$ cat config.mk
export PLATFORM = sky130hd
export DESIGN_NAME = square_motion_ctrl
export DESIGN_NICKNAME = d
export VERILOG_FILES = /design/src/rtl/vga_pkg.sv /design/src/rtl/bounce_axis.sv /design/src/rtl/square_motion_ctrl.sv
export SDC_FILE = /design/constraint.sdc
export NUM_CORES = 1
export LEC_CHECK = 0
export CORE_ASPECT_RATIO = 1.75
export CORE_UTILIZATION = 30
export DETAILED_ROUTE_END_ITERATION = 6
export PLACE_DENSITY = 0.47
export REMOVE_ABC_BUFFERS = 1
export SYNTH_ARGS = -nofsm -noshare
export SYNTH_HDL_FRONTEND = slang
export SYNTH_SLANG_ARGS = --single-unit
export TNS_END_PERCENT = 5
$ cat constraint.sdc
create_clock -name clk -period 5.29 [get_ports clk]
set_clock_uncertainty 0.05 [all_clocks]
set_input_delay 1.058 -clock clk [delete_from_list [all_inputs] [get_ports clk]]
set_output_delay 1.058 -clock clk [all_outputs]
set_load 0.005 [all_outputs]
$ cat src/rtl/vga_pkg.sv
// Shared VGA geometry defaults, colour width and the square-motion FSM states.
package vga_pkg;
  localparam int unsigned H_ACTIVE_DEF = 640;
  localparam int unsigned V_ACTIVE_DEF = 480;
  localparam int unsigned COLOR_W      = 2;

  typedef enum logic [1:0] {
    ST_WAIT,
    ST_CALC_X,
    ST_CALC_Y,
    ST_COMMIT
  } state_t;
endpackage

$ cat src/rtl/bounce_axis.sv
// One-axis step with clamp-and-reflect at 0 and at limit; 11-bit arithmetic so nothing wraps.
module bounce_axis (
  input  logic [9:0]  pos,
  input  logic        dir,
  input  logic [2:0]  speed,
  input  logic [10:0] limit,
  output logic [9:0]  next_pos,
  output logic        next_dir,
  output logic        flipped
);
  logic [10:0] pos_w;
  logic [10:0] speed_w;
  logic [10:0] sum;

  always_comb begin
    pos_w    = {1'b0, pos};
    speed_w  = {8'd0, speed};
    sum      = pos_w + speed_w;
    next_pos = pos;
    next_dir = dir;
    flipped  = 1'b0;
    if (dir && (sum > limit)) begin
      next_pos = limit[9:0];
      next_dir = 1'b0;
      flipped  = 1'b1;
    end else if (!dir && (speed_w > pos_w)) begin
      next_pos = '0;
      next_dir = 1'b1;
      flipped  = 1'b1;
    end else if (dir) begin
      next_pos = sum[9:0];
    end else begin
      next_pos = pos - {7'd0, speed};
    end
  end
endmodule

$ cat src/rtl/square_motion_ctrl.sv
// Bouncing square: once-per-frame position update FSM plus registered pixel colouring.
// Optional COLOR_CYCLE_EN: square colour advances on every frame that bounces.
module square_motion_ctrl
  import vga_pkg::*;
#(
  parameter int unsigned SQ_SIZE  = 100,
  parameter int unsigned H_ACTIVE = H_ACTIVE_DEF,
  parameter int unsigned V_ACTIVE = V_ACTIVE_DEF
) (
  input  logic               clk,
  input  logic               reset,
  input  logic [9:0]         hpos,
  input  logic [9:0]         vpos,
  input  logic               display_on,
  input  logic               hsync_in,
  input  logic               vsync_in,
  input  logic [2:0]         speed,
  input  logic               pause,
  output logic [COLOR_W-1:0] R,
  output logic [COLOR_W-1:0] G,
  output logic [COLOR_W-1:0] B,
  output logic               hsync,
  output logic               vsync,
  output logic [9:0]         sq_x,
  output logic [9:0]         sq_y,
  output logic [7:0]         bounce_cnt
);
  localparam logic [10:0] X_LIM  = 11'(H_ACTIVE - SQ_SIZE);
  localparam logic [10:0] Y_LIM  = 11'(V_ACTIVE - SQ_SIZE);
  localparam logic [10:0] SQ_W   = 11'(SQ_SIZE);
  localparam logic [9:0]  V_EVT  = 10'(V_ACTIVE);

  state_t      state, state_nxt;
  logic [9:0]  x, y, nx, ny;
  logic        dx, dy, ndx, ndy, fx, fy;
  logic [2:0]  speed_s;
  logic        pause_s;
  logic        bounced;
  logic        frame_evt;
  logic        move_en;
  logic        in_square;
  logic [COLOR_W-1:0] sq_r, sq_g, sq_b;

  assign frame_evt = (vpos == V_EVT) && (hpos == '0);
  assign move_en   = !pause_s && (speed_s != '0);

  bounce_axis u_axis_x (
    .pos(x), .dir(dx), .speed(speed_s), .limit(X_LIM),
    .next_pos(nx), .next_dir(ndx), .flipped(fx)
  );

  bounce_axis u_axis_y (
    .pos(y), .dir(dy), .speed(speed_s), .limit(Y_LIM),
    .next_pos(ny), .next_dir(ndy), .flipped(fy)
  );

  always_comb begin
    state_nxt = state;
    case (state)
      ST_WAIT:   if (frame_evt) state_nxt = ST_CALC_X;
      ST_CALC_X: state_nxt = ST_CALC_Y;
      ST_CALC_Y: state_nxt = ST_COMMIT;
      ST_COMMIT: state_nxt = ST_WAIT;
      default:   state_nxt = ST_WAIT;
    endcase
  end

  always_ff @(posedge clk) begin
    if (reset) begin
      state      <= ST_WAIT;
      x          <= '0;
      y          <= '0;
      dx         <= 1'b1;
      dy         <= 1'b1;
      speed_s    <= '0;
      pause_s    <= 1'b0;
      bounced    <= 1'b0;
      sq_x       <= '0;
      sq_y       <= '0;
      bounce_cnt <= '0;
    end else begin
      state <= state_nxt;
      case (state)
        ST_WAIT: if (frame_evt) begin
          speed_s <= speed;
          pause_s <= pause;
          bounced <= 1'b0;
        end
        ST_CALC_X: if (move_en) begin
          x       <= nx;
          dx      <= ndx;
          bounced <= bounced | fx;
        end
        ST_CALC_Y: if (move_en) begin
          y       <= ny;
          dy      <= ndy;
          bounced <= bounced | fy;
        end
        ST_COMMIT: begin
          sq_x <= x;
          sq_y <= y;
          // A corner hit sets bounced from both axes but still counts once.
          if (bounced) bounce_cnt <= bounce_cnt + 8'd1;
        end
        default: ;
      endcase
    end
  end

`ifdef COLOR_CYCLE_EN
  logic [2:0] color_idx;
  logic [2:0] color_pat;

  always_ff @(posedge clk) begin
    if (reset) color_idx <= '0;
    else if ((state == ST_COMMIT) && bounced) color_idx <= color_idx + 3'd1;
  end

  // Inverting the top bit makes index 0 land on pure red.
  assign color_pat = color_idx ^ 3'b100;
  assign sq_r = {COLOR_W{color_pat[2]}};
  assign sq_g = {COLOR_W{color_pat[1]}};
  assign sq_b = {COLOR_W{color_pat[0]}};
`else
  assign sq_r = '1;
  assign sq_g = '0;
  assign sq_b = '0;
`endif

  assign in_square = display_on
                  && (hpos >= sq_x) && ({1'b0, hpos} < ({1'b0, sq_x} + SQ_W))
                  && (vpos >= sq_y) && ({1'b0, vpos} < ({1'b0, sq_y} + SQ_W));

  always_ff @(posedge clk) begin
    if (reset) begin
      R     <= '0;
      G     <= '0;
      B     <= '0;
      hsync <= 1'b0;
      vsync <= 1'b0;
    end else begin
      R     <= in_square ? sq_r : '0;
      G     <= in_square ? sq_g : '0;
      B     <= in_square ? sq_b : '0;
      hsync <= hsync_in;
      vsync <= vsync_in;
    end
  end
endmodule

==> Word-level counts from Yosys, hierarchy flattened <==
Cells that the tools add are included.
{ "totals": {"register_bits": 61, "output_inout_bits": 36} }
{ "op_classes": {"add_sub_neg": 7, "order_cmp": 8, "eq_ne": 7, "muxes": 21, "bitwise_logic": 2, "n_reduce_logical": 26} }
{ "ops": {"columns": ["op", "n"], "rows": [
  ["10-bit 2-to-1 mux", 6],
  ["10-bit by 3-bit adder with 11-bit output", 2],
  ["10-bit by 7-bit adder with 11-bit output, second input constant", 2],
  ["10-bit by 11-bit less-than comparator with 1-bit output", 2],
  ["10-bit greater-or-equal comparator", 2],
  ["3-bit by 10-bit > comparator with 1-bit output", 2],
  ["10-bit by 3-bit subtractor with 10-bit output", 2],
  ["11-bit by 10-bit > comparator with 1-bit output, second input constant", 1],
  ["11-bit by 9-bit > comparator with 1-bit output, second input constant", 1],
  ["1-bit 2-to-1 mux", 11],
  ["10-bit by 9-bit equality test with 1-bit output, second input constant", 1],
  ["1-bit logical AND", 10],
  ["10-bit logical NOT", 1],
  ["8-bit by 1-bit adder with 8-bit output, second input constant", 1],
  ["2-bit case mux with 4 select lines", 1],
  ["2-bit AND reduction", 4],
  ["2-bit inequality test, second input constant", 3],
  ["3-bit AND reduction", 2],
  ["3-bit nonzero test", 2],
  ["2-bit equality test, second input constant", 2],
  ["2-bit 2-to-1 mux", 2],
  ["4-bit AND reduction", 1],
  ["2-bit nonzero test", 2],
  ["1-bit logical NOT", 3],
  ["other kinds (4)", 5]
]} }

==> Longest topological paths before layout <==
Gate-level depths: netlist of run 1.
{ "logic_depth": {"word_depth": 7, "ltp_mapped": 12, "depth_no_buf": 11} }

==> Modules after synthesis <==
A second synthesis of run 1 with hierarchy kept.
{ "hier_totals": {"hier_cells": 712, "hier_area_um2": 5680.4} }
{ "modules_own_cells": {"columns": ["mod", "n_inst", "cells_per_inst", "area_per_inst_um2", "seq_area_each_um2"], "rows": [
  ["square_motion_ctrl", 1, 401, 3405.8, 1201.2],
  ["bounce_axis at u_axis_x", 1, 159, 1164.9, 0.0],
  ["bounce_axis at u_axis_y", 1, 152, 1109.8, 0.0]
]} }

==> Worst setup path before layout of run 1 <==
Ideal clock, no wire load.
{ "synth_timing": {"kind": "register to register", "start": "register speed_s[1]", "end": "register y[7]", "setup_time_ns": 0.074, "t_arrival_ns": 2.453, "t_required_ns": 5.166, "slack_ns": 2.712, "path_stages_with_launch": 10, "period_less_slack_ns": 2.578, "path_cell_list": "dfxtp_1 > inv_1 > fa_1 > nand2_1 > a21oi_1 > a211oi_1 > o32ai_4 > a31oi_2 > or4_1 > a31oi_1"} }
{ "synth_between": {"elab_chain_len": 4, "word_cells_on_any_way": 12, "classes_between": "2 x add/sub; 2 x order compare; 3 x mux; 5 x reduce/logical"} }
{ "synth_lines": {"columns": ["item", "line_no", "text"], "rows": [
  ["start: declaration", "square_motion_ctrl.sv:36", "logic [2:0] speed_s;"],
  ["start signal: assignment", "square_motion_ctrl.sv:85", "speed_s <= speed;"],
  ["10-bit by 3-bit adder with 11-bit output, or another cell as far along", "bounce_axis.sv:18", "sum = pos_w + speed_w;"],
  ["11-bit by 9-bit > comparator with 1-bit output, or another cell as far along", "bounce_axis.sv:22", "if (dir && (sum > limit)) begin"],
  ["1-bit logical AND / 10-bit 2-to-1 mux (equally long branches)", "bounce_axis.sv:22, bounce_axis.sv:26", null],
  ["10-bit 2-to-1 mux", "bounce_axis.sv:22", null],
  ["end signal: assignment", "square_motion_ctrl.sv:95", "y <= ny;"],
  ["end: declaration", "square_motion_ctrl.sv:34", "logic [9:0] x, y, nx, ny;"]
]} }
Parallel ways exist; a longest one is shown, timed or not.
A chain may end at the register's enable or synchronous reset.

==> Worst setup path in the final report of run 1 <==
Same ends and word-level chain as after synthesis.

==> metrics.csv, run 1 <==
stage;metric;value;unit
finish;P&R area growth vs syn;21.58;%
finish;share of layout cells above drive strength 1;5.161;%
yosys;Synth area leaders;dfxtp_1 (26%), ha_1 (15%), mux2i_1 (5.5%);
global_route;largest net degree at the start of global routing;59;
sta;fin crit share;61.09;%
route;routed len/inst;16.77;microns
clock_tree;cts hold-fix bufs;0;
sta;fin crit period;3.232;ns
worst_setup_path;critical path type;reg -> reg;
yosys;syn avg cell area;8.213;sq um
yosys;Yosys top cell area share;25.61;%
floorplan;Die W;96.51;microns
route;Detailed Route Iter0 Violations;146;
sta;Final WS setup;2.058;ns
pwr;Power Dens Cells;215.4;nW/um^2
run_status;status;finished, final reports clean;
route;wirelength, routed;13520;microns
floorplan;num rows;60;
yosys;sequential share of the synthesized area;25.61;%
global_route;first-pass GRT wire length;21580;microns
route;DR pass1 iterations;4;
yosys;top post-synthesis cells by count;dfxtp_1 (60), ha_1 (55), nor2_1 (55), inv_1 (46), nand2_1 (38);
yosys;Synth area leader;dfxtp_1;
finish;number of antenna diodes;0;
sta;Post-Route Setup TNS;0;ns
yosys;count leader, synth;dfxtp_1;
yosys;FF+latch count, synth;60;
yosys;Main synth FF type;dfxtp_1;
worst_setup_path;Crit. End Element;flop;
route;vias post-DR;4192;
clock_tree;post-CTS sizing;0;
sta;RSZ-0062 raised after global routing;no;
clock_tree;CTS sink count;60;
job;Max Cap Viol;0;
pwr;post-layout power;1.228;mW
clock_tree;H-Tree Level Count;3;
global_route;initial antenna violation count;0;
pwr;Leak;2.080;nW
sta;setup violators final;0;
yosys;Synth cell types;70;
yosys;post-synthesis cell area;4689;sq um
clock_tree;worst skew pair latency;0.33;ns
hold_path;HP Class;reg -> reg;
global_route;vias in the first global route;4225;
sta;Max-slew headroom;45.59;%
yosys;Syn Inst Count;571;
route;detailed-route DRC error count;0;
floorplan;die footprint;16160;sq um
clock_tree;Root Buffer;clkbuf_16;
finish;final non-filler cell total;806;
place;Placer Congestion;0.8670;
route;Antenna Violating Nets Remaining;0;
route;vias per cell;5.201;
finish;Final nets;703;
yosys;ys async rst share;0;%
clock_tree;CTS tree;built;
clock_tree;CTS clk-pin slew, worst paths;0.06;ns
place;hpwl dp;10610;microns
place;Inst Count DP;790;
global_route;total grt overflow;0;
yosys;yosys warns;0;
floorplan;die span in y;167.4;microns
sta;slew at the pin with the worst max-slew slack;0.8113;ns
floorplan;core area;15310;sq um
worst_setup_path;critical path arrival;3.36;ns
floorplan;initial core utilization;30.62;%
place;PortBufs;60;
sta;final hold slack;0.4375;ns
worst_setup_path;Reg2Reg Depth;8;
sta;Max Slew Vio Count;0;
clock_tree;Max Buffers Root-to-Sink;2;
finish;Fillers;1623;
place;pre-CTS WS;1.924;ns
sta;FMAX;309.4;MHz
sta;Hold Violations, Final;0;
clock_tree;Num CTS Buffers;9;
worst_setup_path;Required @ worst endpoint;5.42;ns
worst_setup_path;Startpoint Class;flop;
floorplan;Top Ports;65;
clock_tree;post-CTS setup buffer count;0;
yosys;EDFF count, synth;0;
global_route;GRT Total Usage;17.60;%
worst_setup_path;CP Max Fanout;7;
hold_path;hold path cells;2;
pwr;Peak VDD IR;0.1547;mV
==> per-stage QoR <==
step	cell area (sq um)	util (%)
floorplan	4522	-
global placement	5365	35.03
detailed placement	5365	35.03
CTS	5702	37.23
global route	5702	37.23
finish	5702	37.23
==> report_power, final <==
| part | switching (mW) | leakage, nW | internal (mW) | total (mW) |
|---|---|---|---|---|
| sequential | 0.00965 | 0.484 | 0.457 | 0.466 |
| combinational | 0.0495 | 1.43 | 0.0484 | 0.0979 |
| clock | 0.215 | 0.169 | 0.449 | 0.664 |
==> layout by cell type (no fill, tap or decap), drive strengths merged, types with 6 or more instances in the layout <==
master         netlist  final
nand4                8      8
a211oi               7      7
mux2i               27     27
nor2                55     55
a31oi                9      9
a21o                 8      8
and2                 7      7
a21oi               32     32
or3                  7      7
nor2b                9      9
o21ai               26     26
nor3                15     15
dfxtp               60     60
nand2               38     38
nand3               18     18
and3                 6      6
xor2                 7      7
clkdlybuf4s50        0     59
inv                 46     46
clkbuf              13     12
ha                  55     55
xnor2               20     20
==> metal layers <==
metal | track usage (%) | vias to the layer above | part of all wire [%]
li1 | - | 2114 | -
met1 | 18.30 | 1978 | 38
met2 | 33.50 | 81 | 56
met3 | 2.225 | 19 | 3.0
met4 | 7.801 | 0 | 2.7
met5 | 0 | - | 0
==> layout make-up <==
cell class,count,area (sq um),share of cell area [%]
Tap cell,186,232.7,4.082
Multi-Input combinational cell,436,3148,55.21
Inverter,46,172.7,3.028
Clock buffer,12,266.5,4.674
Timing Repair Buffer,62,610.6,10.71
Sequential cell,60,1201,21.07
Clock inverter,4,70.07,1.229
==> worst max-delay path, cell delays in order, from the launching register on <==
cell and delay [ns]:
dfxtp_1 0.41, inv_1 0.22, fa_1 0.50, a211oi_1 0.72, and4b_1 0.47, nor2_1 0.08, a31oi_2 0.36, or4_1 0.18
a31oi_1 0.08
==> sequential cells by signal, indices dropped and copies added (netlist names) <==
register / count
y: 10
pause_s: 1
R: 1
bounced: 1
sq_y: 10
hsync: 1
state: 2
vsync: 1
sq_x: 10
x: 10
bounce_cnt: 8
dx: 1
speed_s: 3
dy: 1
==> worst paths after layout <==
| path | startpoint | end | slack [ns] |
|---|---|---|---|
| worst max register to register | speed_s[1] | y[7] | 2.06 |
| worst min register to register | bounce_cnt[7] | bounce_cnt[7] | 0.44 |
| worst max-delay path | speed_s[1] | y[7] | 2.06 |
| worst min-delay path | bounce_cnt[7] | bounce_cnt[7] | 0.44 |
==> cell families (layout without fill, tap and decap cells) <==
family	Yosys count	in the layout	share of synthesized area (%)
other cells	1	4	0.07997
fa+ha+maj	59	59	16.38
simple gates	192	192	20.76
compound gates	126	126	18.54
mux	28	28	6.083
xor+xnor	27	27	5.043
buf+inv	78	124	7.498
flops	60	60	25.61
(Power assumes the default switching activity.)
==> run 2: changes to the inputs <==
==> constraint.sdc (replaced) <==
create_clock -name clk -period 3 [get_ports clk]
set_clock_uncertainty 0.05 [all_clocks]
set_input_delay 0.6 -clock clk [delete_from_list [all_inputs] [get_ports clk]]
set_output_delay 0.6 -clock clk [all_outputs]
set_load 0.005 [all_outputs]
==> metrics.csv, run 2 (synthesis gave the netlist of run 1 again) <==
stage;metric;value;unit;change
worst_setup_path;critical path type;reg -> reg;;
worst_setup_path;Crit. End Element;flop;;
finish;share of layout cells above drive strength 1;8.554;%;+3.4 points
worst_setup_path;register-to-register setup slack;0.20;ns;-1.85 ns
place;PortBufs;60;;unchanged
clock_tree;worst skew pair latency;0.33;ns;about the same
worst_setup_path;CP Max Fanout;6;;-1
clock_tree;post-CTS setup buffer count;0;;unchanged
sta;Max-slew headroom;61.25;%;+16 points
worst_setup_path;critical path arrival;2.99;ns;-0.37 ns
place;Placer Congestion;0.9133;;+5.3%
global_route;vias in the first global route;4462;;+5.6%
pwr;Comb power frac;8.5;%;+0.5 points
floorplan;num rows;60;;unchanged
sta;slew at the pin with the worst max-slew slack;0.5787;ns;-0.2326 ns
route;vias post-DR;4398;;+4.9%
route;Detailed Route Iter0 Violations;137;;-6.2%
worst_setup_path;Worst Setup EP;y[2];;
worst_setup_path;Critical R2R Capture;y[2];;
sta;RSZ-0062 raised after global routing;yes;;
pwr;P_sw;0.4773;mW;+74%
route;Antenna Violating Nets Remaining;0;;unchanged
finish;register area;1202;sq um;+0.10%
worst_setup_path;Buf+Inv Stages, Crit Path;2;;+1
finish;final non-filler cell total;829;;+2.9%
clock_tree;CTS clk-pin slew, worst paths;0.06;ns;about the same
sta;Max Slew Vio Count;0;;unchanged
sta;fin crit period;2.795;ns;-0.4367 ns
worst_setup_path;crit-path cells;ha_1 -> inv_1 -> fa_1 -> xor2_1 -> nand3_1 -> a311oi_1 -> o32ai_4 -> a21oi_1 -> a2111oi_0 -> buf_4 -> nor3_1;;
finish;footprint of the multi-input gates;3157;sq um;+0.28%
sta;FMAX;357.8;MHz;+16%
pwr;Power Dens Cells;351.6;nW/um^2;+63%
global_route;initial antenna violation count;0;;unchanged
floorplan;core area;15310;sq um;unchanged
finish;most frequent cells in the layout;dfxtp_1 (59), clkdlybuf4s50_1 (59), nor2_1 (55), ha_1 (55), inv_1 (46);;
finish;P&R area growth vs syn;24.79;%;
worst_setup_path;slowest CP cell;a311oi_1;;
place;Inst Count DP;813;;+2.9%
pwr;Sequential Power Share;40.0;%;+2.0 points
finish;Final nets;726;;+3.3%
route;routed len/inst;17.00;microns;+1.4%
route;wirelength, routed;14090;microns;+4.3%
finish;Design Area, Final;5852;sq um;+2.6%
sta;fin crit share;93.17;%;+32 points
pwr;Clock power frac;51.5;%;-2.6 points
finish;number of antenna diodes;0;;unchanged
floorplan;die footprint;16160;sq um;unchanged
clock_tree;Num CTS Buffers;9;;unchanged
sta;Hold Violations, Final;0;;unchanged
pwr;internal power;1.580;mW;+66%
sta;Post-Route Setup TNS;0;ns;unchanged
place;hpwl dp;11210;microns;+5.7%
worst_setup_path;Reg2Reg Depth;11;;+3
clock_tree;post-CTS sizing;0;;unchanged
pwr;Net Sw Frac;23.20;%;+0.89 points
clock_tree;cts hold-fix bufs;0;;unchanged
floorplan;Die W;96.51;microns;unchanged
worst_setup_path;Crit. Startpoint;speed_s[0];;
clock_tree;Max Buffers Root-to-Sink;2;;unchanged
clock_tree;CTS tree;built;;
job;Max Cap Viol;0;;unchanged
place;area post-placement;5538;sq um;+3.2%
worst_setup_path;CP max stage delay;0.44;ns;-0.28 ns
hold_path;HP Class;reg -> reg;;
worst_setup_path;WP depth;11;;+3
clock_tree;Root Buffer;clkbuf_16;;
finish;Fillers;1606;;-1.0%
pwr;Peak VDD IR;0.2470;mV;+60%
worst_setup_path;Startpoint Class;flop;;
run_status;status;finished, final reports clean;;
route;DR pass1 iterations;4;;unchanged
worst_setup_path;CP top delay family;compound AO/OA/AOI/OAI gates;;
pwr;Leak;2.185;nW;+5.1%
global_route;GRT Total Usage;18.20;%;+0.60 points
sta;setup violators final;0;;unchanged
clock_tree;H-Tree Level Count;3;;unchanged
worst_setup_path;Required @ worst endpoint;3.20;ns;-2.22 ns
route;detailed-route DRC error count;0;;unchanged
floorplan;Top Ports;65;;unchanged
global_route;first-pass GRT wire length;22260;microns;+3.1%
global_route;largest net degree at the start of global routing;26;;-56%
global_route;total grt overflow;0;;unchanged
clock_tree;CTS sink count;60;;unchanged
worst_setup_path;r2r startpoint;speed_s[0];;
floorplan;initial core utilization;30.62;%;unchanged
route;vias per cell;5.305;;+2.0%
floorplan;die span in y;167.4;microns;unchanged
==> run 2: changes by cell type in the layout (fill, tap and decap cells not counted), sizes merged <==
cell,before,now
buf,3,26
bufinv,2,1
clkinvlp,0,1
==> run 2: cell type report <==
type                       instances  area share [%]
timing repair buffer              85           13.38
multi-input combinational        436           53.94
clock inverter                     4          0.8125
clock buffer                      12           4.383
tap                              186           3.977
inverter                          46           2.951
sequential                        60           20.55
==> run 2: tightest hold or removal path: stages (launching register included) <==
cell and delay [ns]:
dfxtp_1 0.31, o21ai_0 0.07, a21oi_1 0.06
==> run 2: metal layers <==
layer  global-route usage (%)  share of wire, %
met1                    17.68                37
met2                    35.12                56
met3                    2.180               2.6
met4                    10.10               4.5
met5                        0                 0
==> run 2: power by group through the flow <==
stage                     logic (mW)  clock network [mW]  registers, mW
final                          0.175                1.06          0.823
after detailed placement       0.174                   0          0.839
after global placement         0.172                   0          0.839
after floorplan               0.0825                   0          0.834
after CTS                      0.176                1.08          0.822
after global routing           0.198                1.12          0.824
==> run 2: stage by stage <==
step	hold WS (ns)	util [%]	worst slack [ns]	power (mW)
after floorplan	0.4050	-	0.4074	0.9162
after global placement	0.4204	36.16	0.2077	1.010
after detailed placement	0.4332	36.16	0.1253	1.013
after CTS	0.4390	38.15	0.09319	2.081
after global routing	0.4519	38.21	-0.02586	2.138
final	0.4348	38.21	0.2049	2.057
==> run 2: how the worst min path moves through the flow <==
stage,startpoint,end,cells after the start
floorplan,y[0],y[0],2
global placement,bounce_cnt[7],bounce_cnt[7],2
detailed placement,bounce_cnt[7],bounce_cnt[7],2
CTS,bounce_cnt[7],bounce_cnt[7],2
global route,bounce_cnt[7],bounce_cnt[7],2
finish,bounce_cnt[7],bounce_cnt[7],2
